**src/rtl/beam_scan_ctrl.sv**
```systemverilog
// rtl/beam_scan_ctrl.sv - steering scheduler sweeping beamformer angles and reporting the strongest one
module beam_scan_ctrl #(
    parameter int N_ANGLES = 5,
    parameter int WINDOW   = 32,
    parameter int SETTLE   = 8,
    parameter int DW       = 16,
    parameter int ACCW     = 40,
    parameter int AW       = $clog2(N_ANGLES)
) (
    input  logic                 clk,
    input  logic                 reset,
    input  logic                 en_pcm,
    input  logic                 start,
    input  logic                 continuous,
    input  logic                 abort,
    input  logic signed [DW-1:0] beam_in,
    output logic [AW-1:0]        angle_sel,
    output logic                 busy,
    output logic [AW-1:0]        result_angle,
    output logic [ACCW-1:0]      result_energy,
    output logic                 result_valid
);

    localparam int CNT_MAX = (SETTLE > WINDOW) ? SETTLE : WINDOW;
    localparam int CW      = $clog2(CNT_MAX) + 1;

    localparam logic [CW-1:0] SETTLE_LAST = CW'(SETTLE - 1);
    localparam logic [CW-1:0] WINDOW_LAST = CW'(WINDOW - 1);
    localparam logic [AW-1:0] LAST_ANGLE  = AW'(N_ANGLES - 1);

    typedef enum logic [2:0] {
        S_IDLE,
        S_SETTLE,
        S_ACCUM,
        S_COMPARE,
        S_DONE
    } state_t;

    state_t          state_q;
    logic [CW-1:0]   cnt_q;
    logic [AW-1:0]   angle_q;
    logic [ACCW-1:0] acc_q;
    logic [ACCW-1:0] best_q;
    logic [AW-1:0]   best_angle_q;
    logic [AW-1:0]   result_angle_q;
    logic [ACCW-1:0] result_energy_q;
    logic            result_valid_q;

    // Magnitude as unsigned DW bits, so the most negative sample maps exactly to 2^(DW-1).
    logic [DW-1:0]   beam_u;
    logic [DW-1:0]   mag_d;
    logic [ACCW-1:0] acc_d;
    logic            better_d;
    logic [ACCW-1:0] best_d;
    logic [AW-1:0]   best_angle_d;

    assign beam_u       = beam_in;
    assign mag_d        = beam_u[DW-1] ? (~beam_u + DW'(1)) : beam_u;
    assign acc_d        = acc_q + ACCW'(mag_d);
    assign better_d     = (angle_q == '0) || (acc_q > best_q);
    assign best_d       = better_d ? acc_q : best_q;
    assign best_angle_d = better_d ? angle_q : best_angle_q;

    always_ff @(posedge clk) begin
        if (!reset) begin
            state_q         <= S_IDLE;
            cnt_q           <= '0;
            angle_q         <= '0;
            acc_q           <= '0;
            best_q          <= '0;
            best_angle_q    <= '0;
            result_angle_q  <= '0;
            result_energy_q <= '0;
            result_valid_q  <= 1'b0;
        end else begin
            result_valid_q <= 1'b0;
            if (abort && (state_q != S_IDLE)) begin
                state_q <= S_IDLE;
                angle_q <= '0;
                cnt_q   <= '0;
            end else begin
                case (state_q)
                    S_IDLE: begin
                        if (start) begin
                            state_q <= S_SETTLE;
                            cnt_q   <= '0;
                            angle_q <= '0;
                        end
                    end
                    S_SETTLE: begin
                        if (en_pcm) begin
                            if (cnt_q == SETTLE_LAST) begin
                                state_q <= S_ACCUM;
                                cnt_q   <= '0;
                                acc_q   <= '0;
                            end else begin
                                cnt_q <= cnt_q + CW'(1);
                            end
                        end
                    end
                    S_ACCUM: begin
                        if (en_pcm) begin
                            acc_q <= acc_d;
                            if (cnt_q == WINDOW_LAST) begin
                                state_q <= S_COMPARE;
                                cnt_q   <= '0;
                            end else begin
                                cnt_q <= cnt_q + CW'(1);
                            end
                        end
                    end
                    S_COMPARE: begin
                        best_q       <= best_d;
                        best_angle_q <= best_angle_d;
                        // Results take the winner including this angle on the same edge.
                        if (angle_q == LAST_ANGLE) begin
                            state_q         <= S_DONE;
                            result_angle_q  <= best_angle_d;
                            result_energy_q <= best_d;
                            result_valid_q  <= 1'b1;
                        end else begin
                            state_q <= S_SETTLE;
                            angle_q <= angle_q + AW'(1);
                            cnt_q   <= '0;
                        end
                    end
                    S_DONE: begin
                        angle_q <= '0;
                        cnt_q   <= '0;
                        state_q <= continuous ? S_SETTLE : S_IDLE;
                    end
                    default: begin
                        state_q <= S_IDLE;
                    end
                endcase
            end
        end
    end

    assign angle_sel     = angle_q;
    assign busy          = (state_q != S_IDLE);
    assign result_angle  = result_angle_q;
    assign result_energy = result_energy_q;
    assign result_valid  = result_valid_q;

endmodule

```
**config.mk**
```make
export PLATFORM = sky130hd
export DESIGN_NAME = beam_scan_ctrl
export DESIGN_NICKNAME = d
export VERILOG_FILES = /design/src/rtl/beam_scan_ctrl.sv
export SDC_FILE = /design/constraint.sdc
export NUM_CORES = 1
export LEC_CHECK = 0
export ABC_AREA = 1
export CAP_MARGIN = 20
export CORE_ASPECT_RATIO = 0.5
export CORE_MARGIN = 5
export CORE_UTILIZATION = 25
export DETAILED_ROUTE_END_ITERATION = 7
export SYNTH_ARGS = -nofsm -noshare
export SYNTH_HDL_FRONTEND = slang
export SYNTH_SLANG_ARGS = --single-unit
```
**constraint.sdc**
```tcl
create_clock -name clk -period 3.5 [get_ports clk]
set_clock_uncertainty 0.1 [all_clocks]
set_input_delay 0.35 -clock clk [delete_from_list [all_inputs] [get_ports clk]]
set_output_delay 0.35 -clock clk [all_outputs]
set_load 0.005 [all_outputs]
```
==> impl_metrics.env, run 1 <==
export IMPL_pwr_share_clk=0.354
export IMPL_clock_sinks=139
export IMPL_switching_share=0.386
export IMPL_crit_path_start="beam_in[1]"
export IMPL_startpoint_type="input port"
export IMPL_finalSetupViolCount=0
export IMPL_fin_tns_setup_ns=0
export IMPL_rows=48
export IMPL_cp_data_required_time_ns=3.67
export IMPL_critPathMaxFanout=3
export IMPL_synthFlopType="dfxtp_1"
export IMPL_powerDensity_nw_per_um2=489
export IMPL_yosysUniqueCellTypes=47
export IMPL_hold_viol=0
export IMPL_ant_nets=0
export IMPL_hold_buffers=0
export IMPL_critPathKind="input port to flop"
export IMPL_post_route_util=0.318
export IMPL_leakagePower_nw=4.97
export IMPL_fmaxAchievable_mhz=308
export IMPL_antennaDiodeCount=0
export IMPL_power_switching_mw=2.09
export IMPL_post_drt_wl_per_cell_um=12.5
export IMPL_drt_initial_drc_count=451
export IMPL_syn_avg_cell_area_um2=6.61
export IMPL_ios=70
export IMPL_numCtsBuffers=17
export IMPL_fp_dieArea_um2=39800
export IMPL_post_route_period_util=0.927
export IMPL_slew_headroom=0.524
export IMPL_hpwl_um=17200
export IMPL_grt_max_degree=87
export IMPL_port_buffers=69
export IMPL_ir_drop_mv=0.664
export IMPL_clk_path_buf_depth=2
export IMPL_final_max_slew_viol_count=0
export IMPL_vias_per_cell=4.47
export IMPL_grtUsageTotal=0.122
export IMPL_drive_gt1_frac=0.0994
export IMPL_synth_net_count=1436
export IMPL_tightest_slew_ns=0.713
export IMPL_critPathSlowestCell="clkdlybuf4s50_1"
export IMPL_combPwrFrac=0.330
export IMPL_p_int_mw=3.32
export IMPL_synth_seq_area_share=0.312
export IMPL_root_buffer="clkbuf_16"
export IMPL_r2r_start="best_q[23]"
export IMPL_yosys_warnings=0
export IMPL_syn_to_final_growth_pct=24.1
export IMPL_start_util=0.256
export IMPL_fp_coreArea_um2=34800
export IMPL_place_congestion=0.881
export IMPL_cap_viol_max_count=0
export IMPL_drt_total_wl_um=24000
export IMPL_gr_total_overflow=0
export IMPL_via_count=8607
export IMPL_ys_ff_latch=139
export IMPL_antenna_found_initial=0
export IMPL_htree_levels=4
export IMPL_hp_start="reset"
export IMPL_hold_path_class="input port to flop"
export IMPL_clk_pin_slew_ns=0.07
export IMPL_synth_edf_count=0
export IMPL_drc=0
export IMPL_max_stage_delay_ns=0.39
export IMPL_final_nets=1523
export IMPL_clk_latency_ns=0.43
export IMPL_path_cells="clkdlybuf4s50_1 -> inv_1 -> buf_4 -> nand3_1 -> nor2_2 -> nand4_1 -> inv_1 -> nand4_1 -> nand2_1 -> o21ai_0 -> xor2_1 -> ha_1 -> nand2_2 -> buf_4 -> o21ai_0 -> a21oi_1 -> o21ai_0 -> or2_2 -> nand3_1 -> a21oi_1"
export IMPL_period_minus_slack_ns=3.25
export IMPL_grt_pass1_vias=8148
export IMPL_sequentialPowerShare=0.316
export IMPL_status="completed"
export IMPL_dr_pass1_iters=5
export IMPL_async_flop_share=0
export IMPL_critPathCaptureType="flop"
export IMPL_die_w_um=277
export IMPL_die_y_um=144
export IMPL_cpMostUsedCell="o21ai_0"
export IMPL_arrival_ns=3.42
export IMPL_syn_inst=1349
export IMPL_synthesis_area_um2=8920
export IMPL_grt_pass1_wl_um=40600
export IMPL_cts_tree="done"
-- power by group through the flow --
stage / sequential (mW) / clock (mW) / combinational, mW
detailed placement: 1.75 / 0 / 1.76
CTS: 1.71 / 1.96 / 1.77
global route: 1.72 / 2.03 / 1.98
finish: 1.71 / 1.91 / 1.79
floorplan: 1.73 / 0 / 1.29
global placement: 1.74 / 0 / 1.75
-- flip-flops by register name, summed over array words and instances (netlist names) --
register,flops
best_q,40
acc_q,40
best_angle_q,3
result_energy,40
result_valid,1
state_q,3
result_angle,3
angle_sel,3
cnt_q,6
-- repair_timing --
item                                    CTS  global route
setup buffers                             0             2
gates resized for setup                   0            35
endpoints found under the setup margin    0            24
hold endpoints to repair                  0             0
-- final timing paths --
| path | cells past startpoint | to | slack (ns) |
|---|---|---|---|
| worst min register to register | 2 | cnt_q[4] | 0.38 |
| worst max-delay path | 20 | acc_q[14] | 0.25 |
| worst max register to register | 13 | result_energy[15] | 0.77 |
| worst min-delay path | 4 | result_energy[7] | 0.26 |
-- logic make-up after synthesis --
family	Yosys count	share of synthesized area
XOR/XNOR	16	0.0157
buffers and inverters	278	0.125
adder cells (fa/ha/maj)	65	0.0920
AND/OR/NAND/NOR	624	0.308
flip-flops	139	0.312
AO/OA/AOI/OAI	227	0.148
-- synth_stat cells, types with 2 or more instances --
master | number | area (um2)
nor2_1 | 87 | 327
o21a_1 | 44 | 330
inv_2 | 13 | 48.8
nand2_4 | 3 | 33.8
nand2_1 | 304 | 1140
nand4_1 | 12 | 75.1
buf_1 | 5 | 18.8
clkinv_1 | 4 | 15.0
nand3_1 | 160 | 801
nand3b_1 | 3 | 22.5
nor2_4 | 2 | 22.5
nand2_2 | 3 | 18.8
nor2_2 | 8 | 50.1
dfxtp_1 | 139 | 2780
o21ai_1 | 6 | 30.0
clkbuf_1 | 18 | 67.6
o21ai_0 | 41 | 205
a21o_1 | 6 | 45.0
xnor2_1 | 3 | 26.3
buf_2 | 14 | 70.1
or2_2 | 4 | 25.0
a21oi_1 | 113 | 566
a211oi_1 | 2 | 15.0
buf_4 | 6 | 45.0
nor4_1 | 9 | 56.3
o21ai_2 | 2 | 17.5
inv_1 | 214 | 803
buf_6 | 4 | 45.0
nor3_1 | 24 | 120
xor2_1 | 13 | 114
ha_1 | 64 | 801
a31oi_1 | 4 | 25.0
-- stage by stage --
stage	std cells	instance area [um2]	power, mW	setup WS [ns]	hold slack [ns]
finish	1924	11100	5.41	0.255	0.260
global route	1924	11100	5.73	-0.00378	0.269
CTS	1922	10900	5.44	0.126	0.246
detailed placement	1890	10300	3.51	-0.316	0.376
global placement	1890	10300	3.49	-0.282	0.376
floorplan	1349	8920	3.02	0.470	0.357
-- layer usage --
metal	routed length, um	part of all wire	global-route usage
met2	11300	0.47	0.214
met4	274	0.011	0.0293
met5	0	0	0
met3	798	0.033	0.0213
met1	11600	0.48	0.158
-- placed cells by master (no fill, tap or decap), types with 23 or more instances in the layout --
cell               n
ha_1              64
clkdlybuf4s50_1   67
a21oi_1          109
nand3_1          155
nor2_1            81
inv_1            214
dfxtp_1          139
buf_4             45
o21ai_0           36
nor3_1            23
nand2_1          299
o21a_1            44
-- worst max-delay path, delay by kind of cell --
kind	cells	cell delay [ns]
buffers and inverters	5	0.78
adder cells (fa/ha/maj)	1	0.33
AND/OR/NAND/NOR	8	1.12
XOR/XNOR	1	0.29
AO/OA/AOI/OAI	5	0.53
-- final cells by class --
cell class	count	area, um2
Timing Repair Buffer	115	1050
Fill cell	3800	23800
Inverter	231	867
Multi-Input combinational cell	932	5160
Tap cell	475	594
Clock buffer	19	453
Sequential cell	139	2780
Clock inverter	13	165
(Power assumes the default switching activity.)
==> run 2, diff against run 1 <==
RECOVER_POWER = 100   (was unset)
==> impl_metrics.env, run 2 (synthesized netlist as in run 1, its figures left out) <==
export IMPL_status="completed"
export IMPL_pwr_share_clk=0.356
export IMPL_port_buffers=69
export IMPL_placed_cell_area_um2=10300
export IMPL_rows=48
export IMPL_final_common_cell="nand2_1"
export IMPL_drt_total_wl_um=24000
export IMPL_startpoint_type="input port"
export IMPL_grt_max_degree=87
export IMPL_p_int_mw=3.29
export IMPL_leakagePower_nw=5.13
export IMPL_critPathKind="input port to flop"
export IMPL_fin_ws_ns=0.243
export IMPL_syn_to_final_growth_pct=23.6
export IMPL_switching_share=0.387
export IMPL_post_drt_wl_per_cell_um=12.5
export IMPL_finalSetupViolCount=0
export IMPL_grtUsageTotal=0.122
export IMPL_critPathCaptureType="flop"
export IMPL_final_area_um2=11000
export IMPL_antennaDiodeCount=0
export IMPL_fp_coreArea_um2=34800
export IMPL_place_congestion=0.881
export IMPL_finalNonFillerCells=1924
export IMPL_grt_pass1_wl_um=40600
export IMPL_clk_pin_slew_ns=0.07
export IMPL_combPwrFrac=0.325
export IMPL_clk_path_buf_depth=2
export IMPL_final_cell_mix="301 x nand2_1, 217 x inv_1, 156 x nand3_1"
export IMPL_critPathMaxFanout=4
export IMPL_post_route_period_util=0.931
export IMPL_cap_viol_max_count=0
export IMPL_dr_pass1_iters=5
export IMPL_cp_data_required_time_ns=3.75
export IMPL_htree_levels=4
export IMPL_ir_drop_mv=0.683
export IMPL_grt_pass1_vias=8148
export IMPL_antenna_found_initial=0
export IMPL_drt_initial_drc_count=459
export IMPL_period_minus_slack_ns=3.26
export IMPL_fillCellCount=3814
export IMPL_clk_latency_ns=0.43
export IMPL_drive_gt1_frac=0.0904
export IMPL_numCtsBuffers=17
export IMPL_fmaxAchievable_mhz=307
export IMPL_gr_total_overflow=0
export IMPL_hold_viol=0
export IMPL_ant_nets=0
export IMPL_arrival_ns=3.51
export IMPL_via_count=8614
export IMPL_die_w_um=277
export IMPL_slew_headroom=0.285
export IMPL_dp_slack_ns=-0.316
export IMPL_hpwl_um=17200
export IMPL_place_inst=1890
export IMPL_fp_dieArea_um2=39800
export IMPL_final_nets=1523
export IMPL_vias_per_cell=4.48
export IMPL_start_util=0.256
export IMPL_fin_tns_setup_ns=0
export IMPL_tightest_slew_ns=1.07
export IMPL_final_max_slew_viol_count=0
export IMPL_drc=0
export IMPL_hold_path_class="input port to flop"
export IMPL_power_switching_mw=2.08
export IMPL_die_y_um=144
export IMPL_clock_sinks=139
export IMPL_root_buffer="clkbuf_16"
export IMPL_ios=70
export IMPL_sequentialPowerShare=0.318
export IMPL_cts_tree="done"
export IMPL_powerDensity_nw_per_um2=487
-- run 2: cell count changes in the layout (fill, tap and decap cells not counted), moves of 3 or more --
cell / previous run / this run
clkdlybuf4s50_1: 67 / 18
dlygate4sd3_1: 0 / 49
o21ai_0: 36 / 42
o21ai_1: 11 / 6
buf_4: 45 / 41
nor2_1: 81 / 85
inv_1: 214 / 217
inv_2: 14 / 11
-- run 2: critical path, cell delays in order --
cell	delay (ns)
clkdlybuf4s50_1	0.39
inv_1	0.07
ha_1	0.13
inv_1	0.05
nor3_2	0.09
buf_4	0.13
nand2_1	0.07
o31ai_1	0.23
buf_4	0.16
o21ai_1	0.07
xor2_1	0.19
ha_1	0.37
nand2_2	0.11
buf_4	0.15
nor2_1	0.15
nand2_1	0.06
o21ai_0	0.34
or2_2	0.18
nand3_1	0.06
a21oi_1	0.15
-- run 2: final timing paths --
| kind | cells past startpoint | end | from | slack (ns) |
|---|---|---|---|---|
| min reg2reg | 2 | cnt_q[4] | cnt_q[4] | 0.38 |
| min | 4 | result_energy[7] | reset | 0.26 |
| max | 20 | acc_q[14] | beam_in[1] | 0.24 |
| max reg2reg | 13 | result_energy[1] | best_q[23] | 0.36 |
-- run 2: per-stage QoR --
stage	hold slack (ns)	power [mW]	utilization
after global routing	0.269	5.69	0.316
after global placement	0.376	3.49	0.296
final	0.260	5.37	0.316
after detailed placement	0.376	3.51	0.296
after floorplan	0.357	3.02	-
after CTS	0.246	5.44	0.314
-- run 2: area by class of cell --
class	instances	area, um2	area share
multi-input cells	932	5120	0.465
flip-flops and latches	139	2780	0.252
repair buffers	115	1040	0.0943
inverters	231	867	0.0787
well taps	475	594	0.0539
clock buffers	19	453	0.0411
clock inverters	13	165	0.0150
-- run 2: power by group through the flow --
stage	clock, mW	combinational, mW	sequential, mW
global placement	0	1.75	1.74
finish	1.91	1.75	1.71
global route	2.03	1.94	1.72
floorplan	0	1.29	1.73
CTS	1.96	1.77	1.71
detailed placement	0	1.76	1.75
-- run 2: repair_timing --
action	in CTS	in global routing
hold buffers	0	0
setup endpoints to repair	0	24
setup buffers	0	2
resized for setup	0	35
-- run 2: metal layers --
metal / track usage / vias up / part of all wire
li1: - / 4537 / -
met1: 0.158 / 3936 / 0.49
met2: 0.214 / 120 / 0.47
met3: 0.0213 / 21 / 0.030
met4: 0.0293 / 0 / 0.012
met5: 0 / - / 0
